==> src/rtl/sb_tid_manager_pkg.sv <==
// Shared types and default sizing for the scoreboard transaction-ID manager.
package sb_tid_manager_pkg;

  localparam int NR_SB_ENTRIES = 8;
  localparam int TRANS_ID_BITS = $clog2(NR_SB_ENTRIES);

  typedef enum logic [1:0] {
    SB_FREE   = 2'd0,
    SB_ISSUED = 2'd1,
    SB_DONE   = 2'd2
  } sb_state_t;

endpackage

==> src/rtl/sb_slot_fsm.sv <==
// One scoreboard slot: FREE -> ISSUED -> DONE -> FREE, plus a sticky exception flag.
// Flush returns the slot to FREE but keeps ex; only reset or a new allocation clears it.
module sb_slot_fsm
  import sb_tid_manager_pkg::*;
(
  input  logic       clk,
  input  logic       rst,
  input  logic       flush,
  input  logic       alloc,
  input  logic       wb_hit,
  input  logic       wb_ex,
  input  logic       retire,
  output logic [1:0] state,
  output logic       ex
);

  sb_state_t state_q, state_n;
  logic      ex_q, ex_n;

  always_ff @(posedge clk) begin
    if (rst) begin
      state_q <= SB_FREE;
      ex_q    <= 1'b0;
    end else begin
      state_q <= state_n;
      ex_q    <= ex_n;
    end
  end

  always_comb begin
    state_n = state_q;
    ex_n    = ex_q;
    if (flush) begin
      state_n = SB_FREE;
    end else begin
      unique case (state_q)
        SB_FREE: begin
          if (alloc) begin
            state_n = SB_ISSUED;
            ex_n    = 1'b0;
          end
        end
        SB_ISSUED: begin
          if (wb_hit) begin
            state_n = SB_DONE;
            ex_n    = ex_q | wb_ex;
          end
        end
        SB_DONE: begin
          if (retire) state_n = SB_FREE;
        end
        default: state_n = SB_FREE;
      endcase
    end
  end

  assign state = state_q;
  assign ex    = ex_q;

endmodule

==> src/rtl/sb_tid_manager.sv <==
// Circular transaction-ID pool: in-order allocation, out-of-order completion, in-order commit.
// Full/valid come from registered state only; there is no commit->issue or wb->commit bypass.
module sb_tid_manager
  import sb_tid_manager_pkg::*;
#(
  parameter int NR_ENTRIES = NR_SB_ENTRIES,
  parameter int ID_W       = TRANS_ID_BITS,
  parameter int NR_WB      = 4
) (
  input  logic                  clk_i,
  input  logic                  rst_i,
  input  logic                  flush_i,
  input  logic                  issue_req_i,
  output logic                  issue_gnt_o,
  output logic [ID_W-1:0]       issue_id_o,
  input  logic [NR_WB-1:0]      wb_valid_i,
  input  logic [NR_WB*ID_W-1:0] wb_id_i,
  input  logic [NR_WB-1:0]      wb_ex_i,
  output logic                  commit_valid_o,
  output logic [ID_W-1:0]       commit_id_o,
  output logic                  commit_ex_o,
  input  logic                  commit_ack_i,
  output logic                  full_o,
  output logic                  empty_o,
  output logic [ID_W:0]         count_o
);

  logic [ID_W-1:0]       issue_ptr, commit_ptr;
  logic [ID_W:0]         count;
  logic                  issue_fire, commit_fire;
  logic [NR_ENTRIES-1:0] alloc, retire, wb_hit, wb_ex;
  logic [NR_ENTRIES-1:0] slot_done, slot_ex;
  logic [1:0]            slot_state [NR_ENTRIES];

  assign full_o      = (count == (ID_W+1)'(NR_ENTRIES));
  assign empty_o     = (count == '0);
  assign count_o     = count;
  assign issue_gnt_o = !full_o && !flush_i;
  assign issue_id_o  = issue_ptr;
  assign issue_fire  = issue_req_i && issue_gnt_o;

  assign commit_valid_o = slot_done[commit_ptr];
  assign commit_id_o    = commit_ptr;
  assign commit_ex_o    = slot_ex[commit_ptr];
  assign commit_fire    = commit_valid_o && commit_ack_i && !flush_i;

  // Decode pointers and writeback ports into per-slot strobes; the slot itself
  // decides whether a writeback is legal for its current state.
  always_comb begin
    for (int i = 0; i < NR_ENTRIES; i++) begin
      alloc[i]  = issue_fire  && (issue_ptr  == ID_W'(i));
      retire[i] = commit_fire && (commit_ptr == ID_W'(i));
      wb_hit[i] = 1'b0;
      wb_ex[i]  = 1'b0;
      for (int k = 0; k < NR_WB; k++) begin
        if (wb_valid_i[k] && (wb_id_i[k*ID_W +: ID_W] == ID_W'(i))) begin
          wb_hit[i] = 1'b1;
          wb_ex[i]  = wb_ex[i] | wb_ex_i[k];
        end
      end
    end
  end

  for (genvar g = 0; g < NR_ENTRIES; g++) begin : g_slot
    sb_slot_fsm u_slot (
      .clk    (clk_i),
      .rst    (rst_i),
      .flush  (flush_i),
      .alloc  (alloc[g]),
      .wb_hit (wb_hit[g]),
      .wb_ex  (wb_ex[g]),
      .retire (retire[g]),
      .state  (slot_state[g]),
      .ex     (slot_ex[g])
    );
    assign slot_done[g] = (slot_state[g] == SB_DONE);
  end

  // Pointers wrap naturally because NR_ENTRIES is a power of two.
  always_ff @(posedge clk_i) begin
    if (rst_i || flush_i) begin
      issue_ptr  <= '0;
      commit_ptr <= '0;
      count      <= '0;
    end else begin
      if (issue_fire)  issue_ptr  <= issue_ptr + 1'b1;
      if (commit_fire) commit_ptr <= commit_ptr + 1'b1;
      count <= count + (ID_W+1)'(issue_fire) - (ID_W+1)'(commit_fire);
    end
  end

endmodule

==> config.mk <==
export PLATFORM = sky130hd
export DESIGN_NAME = sb_tid_manager
export DESIGN_NICKNAME = d
export VERILOG_FILES = /design/src/rtl/sb_tid_manager_pkg.sv /design/src/rtl/sb_slot_fsm.sv /design/src/rtl/sb_tid_manager.sv
export SDC_FILE = /design/constraint.sdc
export NUM_CORES = 1
export LEC_CHECK = 0
export ABC_CLOCK_PERIOD_IN_PS = 4600
export BUFFER_PORTS_ARGS = -buffer_cell sky130_fd_sc_hd__buf_4
export CORE_AREA = 4 4 68 70
export CTS_CLUSTER_DIAMETER = 50
export CTS_CLUSTER_SIZE = 25
export DETAILED_ROUTE_END_ITERATION = 7
export DIE_AREA = 0 0 72 74
export PLACE_DENSITY = 0.83
export RECOVER_POWER = 100
export SLEW_MARGIN = 20
export SYNTH_ARGS = -nofsm -noshare
export SYNTH_HDL_FRONTEND = slang
export SYNTH_SLANG_ARGS = --single-unit
==> constraint.sdc <==
create_clock -name clk_i -period 4.6 [get_ports clk_i]
set_input_delay 0.23 -clock clk_i [delete_from_list [all_inputs] [get_ports clk_i]]
set_output_delay 0.23 -clock clk_i [all_outputs]
set_load 0.01 [all_outputs]
* After elaboration in Yosys (flattened, before gate mapping)
Cells that the tools add are included.
** Storage, ports and cells
- Input bits :: 25
- Output and inout port bits :: 15
- Logic and storage cells :: 359
- Register bits after elaboration :: 34
** Cells by class
- Reductions and logical operators :: 95
- Add/sub/neg operators :: 4
- Bitwise logic cells :: 33
- Muxes and demuxes :: 124
- Magnitude comparators :: 1
- Eq/ne operators :: 83
** Operators with widths (number)
- 1-bit two-way mux :: 82
- 3-bit equality test (second input constant) :: 24
- 1-bit logical AND :: 52
- 2-bit two-way mux :: 24
- 2-bit by 1-bit != test with 1-bit output (second input constant) :: 24
- 2-bit case mux with 3 select lines :: 8
- 3-bit by 2-bit equality test with 1-bit output (second input constant) :: 12
- 1-bit OR :: 32
- 4-bit AND reduction :: 8
- 3-bit AND reduction :: 8
- 3-bit by 1-bit equality test with 1-bit output (second input constant) :: 6
- 3-bit logical NOT :: 6
- 2-bit by 1-bit equality test with 1-bit output (second input constant) :: 8
- 2-bit equality test (second input constant) :: 8
- 2-bit logical NOT :: 8
- 1-bit case mux with 2 select lines :: 8
- 2-bit nonzero test :: 8
- 3-bit by 1-bit adder with 3-bit output (second input constant) :: 2
- 1-bit binary-select mux with 3-bit select :: 2
- 4-bit by 1-bit adder with 4-bit output :: 1
- 4-bit equality test (second input constant) :: 1
- 4-bit logical NOT :: 1
- 3-bit by 4-bit < comparator with 1-bit output (second input constant) :: 1
- 4-bit by 1-bit subtractor with 4-bit output :: 1
- 4 further kinds :: 5

* Depth between registers and ports, before layout
Gate-level depths: netlist of run 1.
- Depth in word-level cells :: 12
- Depth in mapped cells :: 12
- Gate-level depth less buffers :: 12

* Modules after synthesis
A second synthesis of run 1 with hierarchy kept.
** Unflattened totals
- Cells, all modules :: 304
- Area total of the unflattened synthesis :: 2565.0 sq um
** Modules (own cells, without submodules)
- sb_tid_manager :: instances 1, cells each 192, area each 1514.0 sq um, seq. area each 200.2 sq um
- sb_slot_fsm :: instances 8, cells each 14, area each 131.4 sq um, seq. area each 60.1 sq um

* Worst setup path before layout of run 1
No wires, ideal clock.
- Kind :: reg-to-reg
- Start point :: register commit_ptr[0] (netlist: commit_id_o[0])
- End point :: register count[2] (netlist: count_o[2])
- Required time :: 4472 ps
- Buffers on the path :: 0
- Library setup time :: 128 ps
- Data arrival time :: 2402 ps
- Path slack :: 2070 ps
- Period minus slack after synthesis :: 2530 ps
- Stages on the path, launching flop included :: 11
- Cell sequence :: dfxtp_1 > inv_2 > mux4_2 > o22ai_4 > ha_1 > inv_1 > ha_1 > inv_1 > fa_1 > xor2_1 > nor2_1
** Between the ends
- Word-level cells in the longest chain between the ends :: 5
** RTL lines
- start, declared :: line sb_tid_manager.sv:28 : logic [ID_W-1:0] issue_ptr, commit_ptr;
- start signal, assigned :: line sb_tid_manager.sv:87 : if (commit_fire) commit_ptr <= commit_ptr + 1'b1;
- 1-bit binary-select mux with 3-bit select :: line sb_tid_manager.sv:42 : assign commit_valid_o = slot_done[commit_ptr];
- 1-bit two-way mux (not written as such) :: line sb_tid_manager.sv:42
- 1-bit logical AND (2 in a row) :: line sb_tid_manager.sv:45 : assign commit_fire = commit_valid_o && commit_ack_i && !flush_i;
- via commit_fire :: line sb_tid_manager.sv:30 : logic issue_fire, commit_fire;
- 4-bit by 1-bit subtractor with 4-bit output :: line sb_tid_manager.sv:88 : count <= count + (ID_W+1)'(issue_fire) - (ID_W+1)'(commit_fire);
- end signal, assigned :: line sb_tid_manager.sv:88
- end, declared :: line sb_tid_manager.sv:29 : logic [ID_W:0] count;
The timed path passes the listed nets, and every way through them passes these cells. The select of a mux whose other input is x is not followed.
A chain may end at the register's enable or synchronous reset.

* Final worst setup path of run 1
Same ends and word-level chain as after synthesis.

==> results of run 1 <==
-- cells by family after synthesis --
| logic type | share of synthesized area [%] |
|---|---|
| mux | 6.891 |
| compound gates | 23.68 |
| buf+inv | 3.575 |
| xor+xnor | 1.451 |
| fa+ha+maj | 10.16 |
| simple gates | 26.06 |
| flops | 28.19 |
-- final cells by class --
cell class / count / area, um^2
multi-input combinational: 234 / 1629
fill: 341 / 1152
sequential: 34 / 680.7
timing repair buffer: 40 / 240.2
clock buffer: 6 / 82.58
inverter: 17 / 63.81
tap: 50 / 62.56
clock inverter: 2 / 60.06
-- synthesized netlist by cell type (2+ instances only) --
library cell  number
a211oi_1           8
a21o_1             3
a21oi_1            7
a31oi_1            6
and2_1             3
clkbuf_1           6
dfxtp_1           34
ha_1              18
inv_1             14
inv_2              3
mux2i_1            2
mux4_2             6
nand2_1           19
nand2b_1          21
nand3_1           11
nand3b_1           5
nor2_1            36
nor2b_1            4
nor3_1             8
nor3b_1            3
nor3b_2            2
nor4_1             3
o211ai_1           2
o21a_1             6
o21ai_0            3
o21ai_1            3
o221ai_1           2
o22ai_1           21
o31ai_1            2
o32a_1             3
o32ai_1            3
o41ai_1            3
or2_2              3
xnor2_1            3
-- worst max-delay path, delay by kind of cell, from the launching register on --
kind	cells	cell delay (ps)
fa+ha+maj	3	900
mux	1	550
simple gates	1	60
compound gates	1	630
buf+inv	3	360
flops	1	390
xor+xnor	1	160
-- power by group --
part | internal, W | total (W) | switching [W]
clock | 0.000231 | 0.000346 | 0.000115
combinational | 0.0000363 | 0.0000933 | 0.0000570
sequential | 0.000296 | 0.000299 | 0.00000264
-- path summary, 6_finish.rpt --
path / end / cells past startpoint
worst max-delay path: count_o[2] / 10
worst max register to register: count_o[2] / 10
worst min-delay path: g_slot[6].u_slot.ex / 2
worst min register to register: g_slot[6].u_slot.ex / 2
-- flip-flops by register name, summed over array words and instances, names as in the netlist --
signal	count
g_slot.u_slot.ex	8
g_slot.u_slot.state	16
issue_id_o	3
count_o	4
commit_id_o	3
-- through the flow --
| stage | hold WS (ps) | instance area [um^2] | worst slack (ps) | util, % | instances |
|---|---|---|---|---|---|
| 2_1_floorplan | 428.9 | 2415 | 2070 | - | 291 |
| 3_3_place_gp | 446.5 | 2755 | 1948 | 69.38 | 375 |
| 3_5_place_dp | 448.0 | 2755 | 1828 | 69.38 | 375 |
| 4_1_cts | 197.2 | 2898 | 1823 | 72.97 | 383 |
| 5_1_grt | 205.8 | 2819 | 1162 | 70.98 | 383 |
| 6_report | 205.4 | 2819 | 1406 | 70.98 | 383 |
-- layer usage --
layer  wire length (um)  up-vias
li1                   -     1167
met1               2994     1155
met2               3331      143
met3                679       10
met4                 81        0
met5                  0        -
==> impl_metrics.ini, run 1 <==
[setup_path]
crit_path_end_kind = flop
cp-start-kind = flop
crit_slowest_cell = o22ai_1
crit_type = reg2reg
critical_path.cell_chain = inv_1 > mux4_2 > o22ai_1 > ha_1 > inv_1 > ha_1 > inv_1 > fa_1 > xor2_1 > nor2_1
max_stage_delay_ps = 630
reg2reg_slack_ps = 1410
worstReg2RegStart = commit_id_o[0]
worstPathArrival_ps = 3340
required_ps = 4750
path_max_fanout = 8
crit_path_frequent_cell = inv_1
setup.worst_path.start = commit_id_o[0]

[sta]
rsz0062_at_grt = false
fin_crit_sh_pct = 69.44
tns_ps = 0
finalSetupViolCount = 0
fmax_ghz = 0.3131
finalHoldViolCount = 0
relSlewSlack_pct = 39.69
fin_crit_ps = 3194
worst_pin_slew_ps = 904.7
finClkSkew_ps = 5.798
finalMaxSlewViolations = 0

[routing]
viasPerCell = 6.462
drt-initial-drc-count = 252
drc = 0
first_pass_iters = 6
wire_per_inst_um = 18.50
drt-total-wl_um = 7086
postRouteAntennaNets = 0
vias = 2475

[grt]
grtUsageMet3_pct = 7.432
antenna_found_initial = 0
busiest_layer = met2
gr-total-overflow = 0
grt_pass1_wl_um = 11280
grt_use_met2_pct = 43.78
grt_usage_pct = 27.88
grt_max_degree = 25
grt_pass1_vias = 2198
use_met1_pct = 37.94

[yosys]
ys_types = 49
syn-num-nets = 335
synth_top_cell_area_share_pct = 28.19
yosys.area.top_type = dfxtp_1
yosysWarnings = 0
synth-main-ff-cell = dfxtp_1
synth_edf_count = 0
netlist_area_um2 = 2415
ys_ff_latch = 34
ys_seq_area_share_pct = 28.19
ys_async_sr_fraction_pct = 0
syn_inst = 291
synth.area.top_cells = dfxtp_1 28%, ha_1 9.3%, nor2_1 5.6%, mux4_2 5.6%, nand2b_1 5.4%
syn_avg_cell_area_um2 = 8.298

[cts]
clock_path_buffers = 2
clock_latency_ps = 290
path_clk_slew_ps = 70
root_buffer = clkbuf_8
cts.sinks = 34
cts_tree = done
postCtsSetupBuffers = 0
ctsResizeCount = 0
cts_made_buffers = 5
htreeDepth = 2
hold_buffers = 0

[outcome]
outcome = completed

[die]
die_h_um = 74
dieArea_um2 = 5328
io_pins = 40
num_rows = 23
initial_core_util_pct = 60.81
core_area_um2 = 3971
die_x_um = 72

[power]
totalPowerFinal_w = 0.0007381
p_per_area_nw_per_um2 = 261.8
p_leak_nw = 1.010
ir_drop_mv = 0.2047

[place]
gp_congestion = 0.9543
port_buffers = 39
dp_hpwl_um = 5327

[layout]
final_cell_mix = 36 x nor2_1, 34 x dfxtp_1, 24 x buf_4
layout_commonest_cell = nor2_1
diodes = 0
area_growth_pct = 16.74
layout.nets = 376
final_layout_size_suffix_gt1_share_pct = 13.21

[hold_path]
hp-start = rst_i
min_path_type = in2reg

[run]
drv_cap = 0
Power figures use the tool's default switching activity.
==> run 2: changes to the inputs <==
--- a/config.mk
+++ b/config.mk
@@ -5,14 +5,14 @@
 export SDC_FILE = /design/constraint.sdc
 export NUM_CORES = 1
 export LEC_CHECK = 0
-export ABC_CLOCK_PERIOD_IN_PS = 4600
+export ABC_CLOCK_PERIOD_IN_PS = 2700
 export BUFFER_PORTS_ARGS = -buffer_cell sky130_fd_sc_hd__buf_4
-export CORE_AREA = 4 4 68 70
+export CORE_AREA = 4 4 74 76
 export CTS_CLUSTER_DIAMETER = 50
 export CTS_CLUSTER_SIZE = 25
 export DETAILED_ROUTE_END_ITERATION = 7
-export DIE_AREA = 0 0 72 74
-export PLACE_DENSITY = 0.83
+export DIE_AREA = 0 0 78 80
+export PLACE_DENSITY = 0.74
 export RECOVER_POWER = 100
 export SLEW_MARGIN = 20
 export SYNTH_ARGS = -nofsm -noshare
==> constraint.sdc (replaced) <==
create_clock -name clk_i -period 2.7 [get_ports clk_i]
set_input_delay 0.135 -clock clk_i [delete_from_list [all_inputs] [get_ports clk_i]]
set_output_delay 0.135 -clock clk_i [all_outputs]
set_load 0.01 [all_outputs]
==> run 2 against run 1 <==
Effect of this change: hold slack got worse by 86 ps; non-clock buffer count grew 4; global-route usage down 3.9 points; power rose by 42%; clock power increased by 9.5%; final cell count up 5.0%; via count is 2.5% lower; combinational power rose by 70%; routed wire length is essentially flat; critical endpoint unchanged.
==> impl_metrics.ini, run 2 (synthesis results as in run 1) <==
[setup_path]
setup.worst_path.start = commit_id_o[0]
path_max_fanout = 6
worstPathArrival_ps = 2680
critical_path.cell_chain = inv_2 > mux4_2 > o22ai_4 > ha_1 > inv_1 > ha_1 > inv_1 > fa_1 > xor2_1 > nor2_1
crit_type = reg2reg
crit_family = adder cells
crit_slowest_cell = mux4_2
required_ps = 2840
ff2ff_path_depth = 10
r2r-end = count_o[2]
max_stage_delay_ps = 570
crit_path_end_kind = flop
reg2reg_slack_ps = 160
cp-start-kind = flop
worstReg2RegStart = commit_id_o[0]
worst-path-buf-inv = 3

[layout]
final_area_um2 = 2819
diodes = 0
layout.nets = 380
final_cells = 402
layout_commonest_cell = nor2_1
final_layout_size_suffix_gt1_share_pct = 14.03
post-route-util_pct = 59.68
area_growth_pct = 16.74
final_cell_mix = 36 x nor2_1, 34 x dfxtp_1, 28 x buf_4
largest_reg_flops = 16

[cts]
cts_made_buffers = 5
clock_latency_ps = 290
postCtsSetupBuffers = 0
ctsResizeCount = 0
cts.sinks = 34
htreeDepth = 2
root_buffer = clkbuf_8
hold_buffers = 0
cts_tree = done
clock_path_buffers = 2
path_clk_slew_ps = 70

[routing]
drt-total-wl_um = 7079
drc = 0
wire_per_inst_um = 17.61
viasPerCell = 6.000
drt-initial-drc-count = 222
postRouteAntennaNets = 0
vias = 2412
first_pass_iters = 6

[die]
num_rows = 25
dieArea_um2 = 6240
io_pins = 40
core_area_um2 = 4723
die_x_um = 78
die_h_um = 80
initial_core_util_pct = 51.13

[sta]
finalHoldViolCount = 0
fmax_ghz = 0.3944
fin_hold_ws_ps = 119.0
finalMaxSlewViolations = 0
fin_crit_ps = 2536
worst_pin_slew_ps = 911.5
rsz0062_at_grt = false
fin_crit_sh_pct = 93.91
tns_ps = 0
finClkSkew_ps = 6.508
relSlewSlack_pct = 39.23
finalSetupViolCount = 0

[hold_path]
whs_path_depth = 2
hold_path_end = g_slot[6].u_slot.ex
hp-start = rst_i
min_path_type = in2reg

[place]
gp_congestion = 0.9555
placed_area_um2 = 2806
port_buffers = 39
dp_hpwl_um = 5498
dp.cells = 396

[power]
ir_drop_mv = 0.2481
p_clk_share_pct = 36.2
p_leak_nw = 1.000
p_comb_share_pct = 15.2
power.switching_w = 0.0002832
p_int_w = 0.0007635
p_per_area_nw_per_um2 = 371.3
switching_share_pct = 27.06
seqPwrFrac_pct = 48.6

[outcome]
outcome = completed

[run]
drv_cap = 0

[grt]
grt_pass1_vias = 2333
grt_pass1_wl_um = 11620
grt_max_degree = 25
grt_usage_pct = 23.96
antenna_found_initial = 0
gr-total-overflow = 0
==> run 2: layer usage <==
| layer | wire length [um] | up-vias | GRT usage (%) | part of all wire (%) |
|---|---|---|---|---|
| met5 | 0 | - | 0 | 0 |
| met3 | 567 | 17 | 5.192 | 8.0 |
| met4 | 141 | 0 | 9.965 | 2.0 |
| met1 | 3151 | 1121 | 32.78 | 45 |
| li1 | - | 1165 | - | - |
| met2 | 3217 | 109 | 36.39 | 45 |
==> run 2: worst max path at each step <==
stage	end	slack [ps]	depth (start not counted)
finish	count_o[2]	160	10
global placement	count_o[2]	290	10
floorplan	count_o[2]	170	10
global route	count_o[2]	60	10
detailed placement	count_o[2]	180	10
CTS	count_o[2]	150	10
==> run 2: area by class of cell <==
| class | count | area [um^2] |
|---|---|---|
| Clock buffer | 6 | 82.58 |
| Sequential cell | 34 | 680.7 |
| Tap cell | 67 | 83.83 |
| Timing Repair Buffer | 44 | 270.3 |
| Multi-Input combinational cell | 234 | 1638 |
| Inverter | 17 | 63.81 |
| Fill cell | 445 | 1904 |
==> run 2: stage by stage <==
step | setup slack [ps] | power [W]
2_1_floorplan | 170.2 | 0.0006059
3_3_place_gp | 286.3 | 0.0006786
3_5_place_dp | 182.1 | 0.0006791
4_1_cts | 150.5 | 0.001052
5_1_grt | 55.92 | 0.001089
6_report | 164.3 | 0.001047
==> run 2: worst register-to-register path, stage by stage (launching register included) <==
cell     delay [ps]
dfxtp_1         330
inv_2           140
mux4_2          570
o22ai_4         230
ha_1            260
inv_1            60
ha_1            160
inv_1            60
fa_1            370
xor2_1          150
nor2_1           50
==> run 2: power by group through the flow <==
stage | clock network, W | logic [W] | registers (W)
after global routing | 0.000407 | 0.000173 | 0.000509
final | 0.000379 | 0.000159 | 0.000509
after detailed placement | 0 | 0.000159 | 0.000520
after CTS | 0.000384 | 0.000160 | 0.000509
after floorplan | 0 | 0.0000858 | 0.000520
after global placement | 0 | 0.000158 | 0.000520
==> run 3: changes to the inputs <==
==> constraint.sdc (replaced) <==
create_clock -name clk_i -period 2.7 [get_ports clk_i]
set_input_delay 0.54 -clock clk_i [delete_from_list [all_inputs] [get_ports clk_i]]
set_output_delay 0.54 -clock clk_i [all_outputs]
set_load 0.01 [all_outputs]
==> run 3 against run 2 <==
Effect of this change: worst setup slack improved by 33 ps; clock power up 22%; final cell count grew 0.75%; utilization is 0.58 points higher; clock skew shrank 0.53 ps; sequential share of layout area is 0.23 points lower; count of clock-buffer cells in the layout grew 1; sequential cell count did not move; critical endpoint unchanged; highest routed layer unchanged.
==> impl_metrics.ini, run 3 (synthesis results as in run 1) <==
[setup_path]
crit_type = reg2reg
critical_path.cell_chain = nand2b_1 > mux4_2 > o22ai_4 > ha_1 > inv_1 > ha_1 > inv_1 > fa_1 > xor2_1 > nor2_1
required_ps = 2850
crit_path_end_kind = flop
crit_slowest_cell = mux4_2
cp-start-kind = flop
path_max_fanout = 5
worstPathArrival_ps = 2650
max_stage_delay_ps = 530

[place]
dp_hpwl_um = 5381
gp_congestion = 0.9648
port_buffers = 39

[layout]
layout.nets = 381
largest_reg_flops = 16
final_layout_size_suffix_gt1_share_pct = 13.91
final_cell_mix = 36 x nor2_1, 34 x dfxtp_1, 27 x buf_4
area_growth_pct = 17.88
fillers = 448
layout_commonest_cell = nor2_1
diodes = 0

[die]
die_h_um = 80
die_x_um = 78
dieArea_um2 = 6240
num_rows = 25
io_pins = 40
initial_core_util_pct = 51.13
core_area_um2 = 4723

[cts]
root_buffer = clkbuf_8
cts.sinks = 34
clock_latency_ps = 290
ctsResizeCount = 0
cts_made_buffers = 5
clock_path_buffers = 2
path_clk_slew_ps = 70
cts_tree = done
postCtsSetupBuffers = 0
htreeDepth = 2
hold_buffers = 0

[grt]
antenna_found_initial = 0
gr-total-overflow = 0
grt_usage_pct = 23.33
grt_pass1_vias = 2371
grt_pass1_wl_um = 11340
grt_max_degree = 25

[sta]
fin_crit_sh_pct = 92.69
rsz0062_at_grt = false
tns_ps = 0
fmax_ghz = 0.3996
finClkSkew_ps = 5.974
finalSetupViolCount = 0
finalMaxSlewViolations = 0
fin_crit_ps = 2503
relSlewSlack_pct = 38.11
worst_pin_slew_ps = 928.4
finalHoldViolCount = 0

[outcome]
outcome = completed

[routing]
wire_per_inst_um = 17.46
drc = 0
drt-initial-drc-count = 373
first_pass_iters = 5
drt-total-wl_um = 7070
vias = 2457
viasPerCell = 6.067
postRouteAntennaNets = 0

[power]
totalPowerFinal_w = 0.001132
switching_share_pct = 25.57
p_comb_share_pct = 14.1
p_per_area_nw_per_um2 = 397.7
p_leak_nw = 1.010
power.switching_w = 0.0002895
p_clk_share_pct = 41.0
seqPwrFrac_pct = 44.9
ir_drop_mv = 0.2519
p_int_w = 0.0008426

[hold_path]
min_path_type = reg2reg

[run]
drv_cap = 0
## run 3: cell count changes in the layout (fill, tap and decap cells not counted)
| cell | before | now |
|---|---|---|
| o21ai_1 | 2 | 3 |
| clkbuf_8 | 6 | 5 |
| bufinv_16 | 0 | 1 |
| o21ai_0 | 4 | 3 |
| and2_0 | 1 | 2 |
| buf_4 | 28 | 27 |
| and2_1 | 2 | 1 |
| clkbuf_4 | 0 | 1 |
| clkbuf_1 | 16 | 19 |
## run 3: cell type report
type	count	area (um^2)	area share [%]
multi-input combinational	234	1638	57.54
sequential	34	680.7	23.91
timing repair buffer	45	274.0	9.626
tap	67	83.83	2.945
clock buffer	7	76.32	2.681
inverter	17	63.81	2.242
clock inverter	1	30.03	1.055
## run 3: path summary, 6_finish.rpt
check                                  from                   to  slack (ps)  cells after the start
setup / recovery  g_slot[2].u_slot.state[0]           count_o[2]         200                     10
hold / removal          g_slot[6].u_slot.ex  g_slot[6].u_slot.ex         470                      2
setup reg to reg  g_slot[2].u_slot.state[0]           count_o[2]         200                     10
hold reg to reg         g_slot[6].u_slot.ex  g_slot[6].u_slot.ex         470                      2
## run 3: power by group through the flow
stage | sequential (W) | clock (W) | combinational (W)
after floorplan | 0.000520 | 0 | 0.0000858
after global placement | 0.000520 | 0 | 0.000160
after detailed placement | 0.000520 | 0 | 0.000159
after CTS | 0.000509 | 0.000463 | 0.000160
after global routing | 0.000509 | 0.000482 | 0.000172
final | 0.000509 | 0.000464 | 0.000159
## run 3: metrics by stage
stage	hold WS [ps]	std cells	worst slack (ps)	cell area (um^2)	util [%]
floorplan	428.9	291	170.2	2415	-
global placement	450.8	397	266.8	2814	59.58
detailed placement	462.6	397	198.8	2814	59.58
CTS	471.6	405	201.5	2920	61.83
global route	484.8	405	48.96	2846	60.26
finish	473.5	405	197.5	2846	60.26
## run 3: worst max-delay path, delay by kind of cell (launching register included)
| family | cells | cell delay [ps] |
|---|---|---|
| xor gates and xnor gates | 1 | 140 |
| AOI/OAI and AO/OA | 1 | 200 |
| muxes | 1 | 530 |
| adders and majority gates | 3 | 790 |
| and+or+nand+nor | 2 | 240 |
| DFF | 1 | 350 |
| buffers and inverters | 2 | 110 |
## run 3: metal layers
| metal | vias up | track usage, % | share of wire, % |
|---|---|---|---|
| met4 | 0 | 9.441 | 2.7 |
| met3 | 24 | 6.321 | 8.5 |
| met2 | 116 | 36.99 | 45 |
| met1 | 1141 | 30.02 | 43 |
| met5 | - | 0 | 0 |
| li1 | 1176 | - | - |
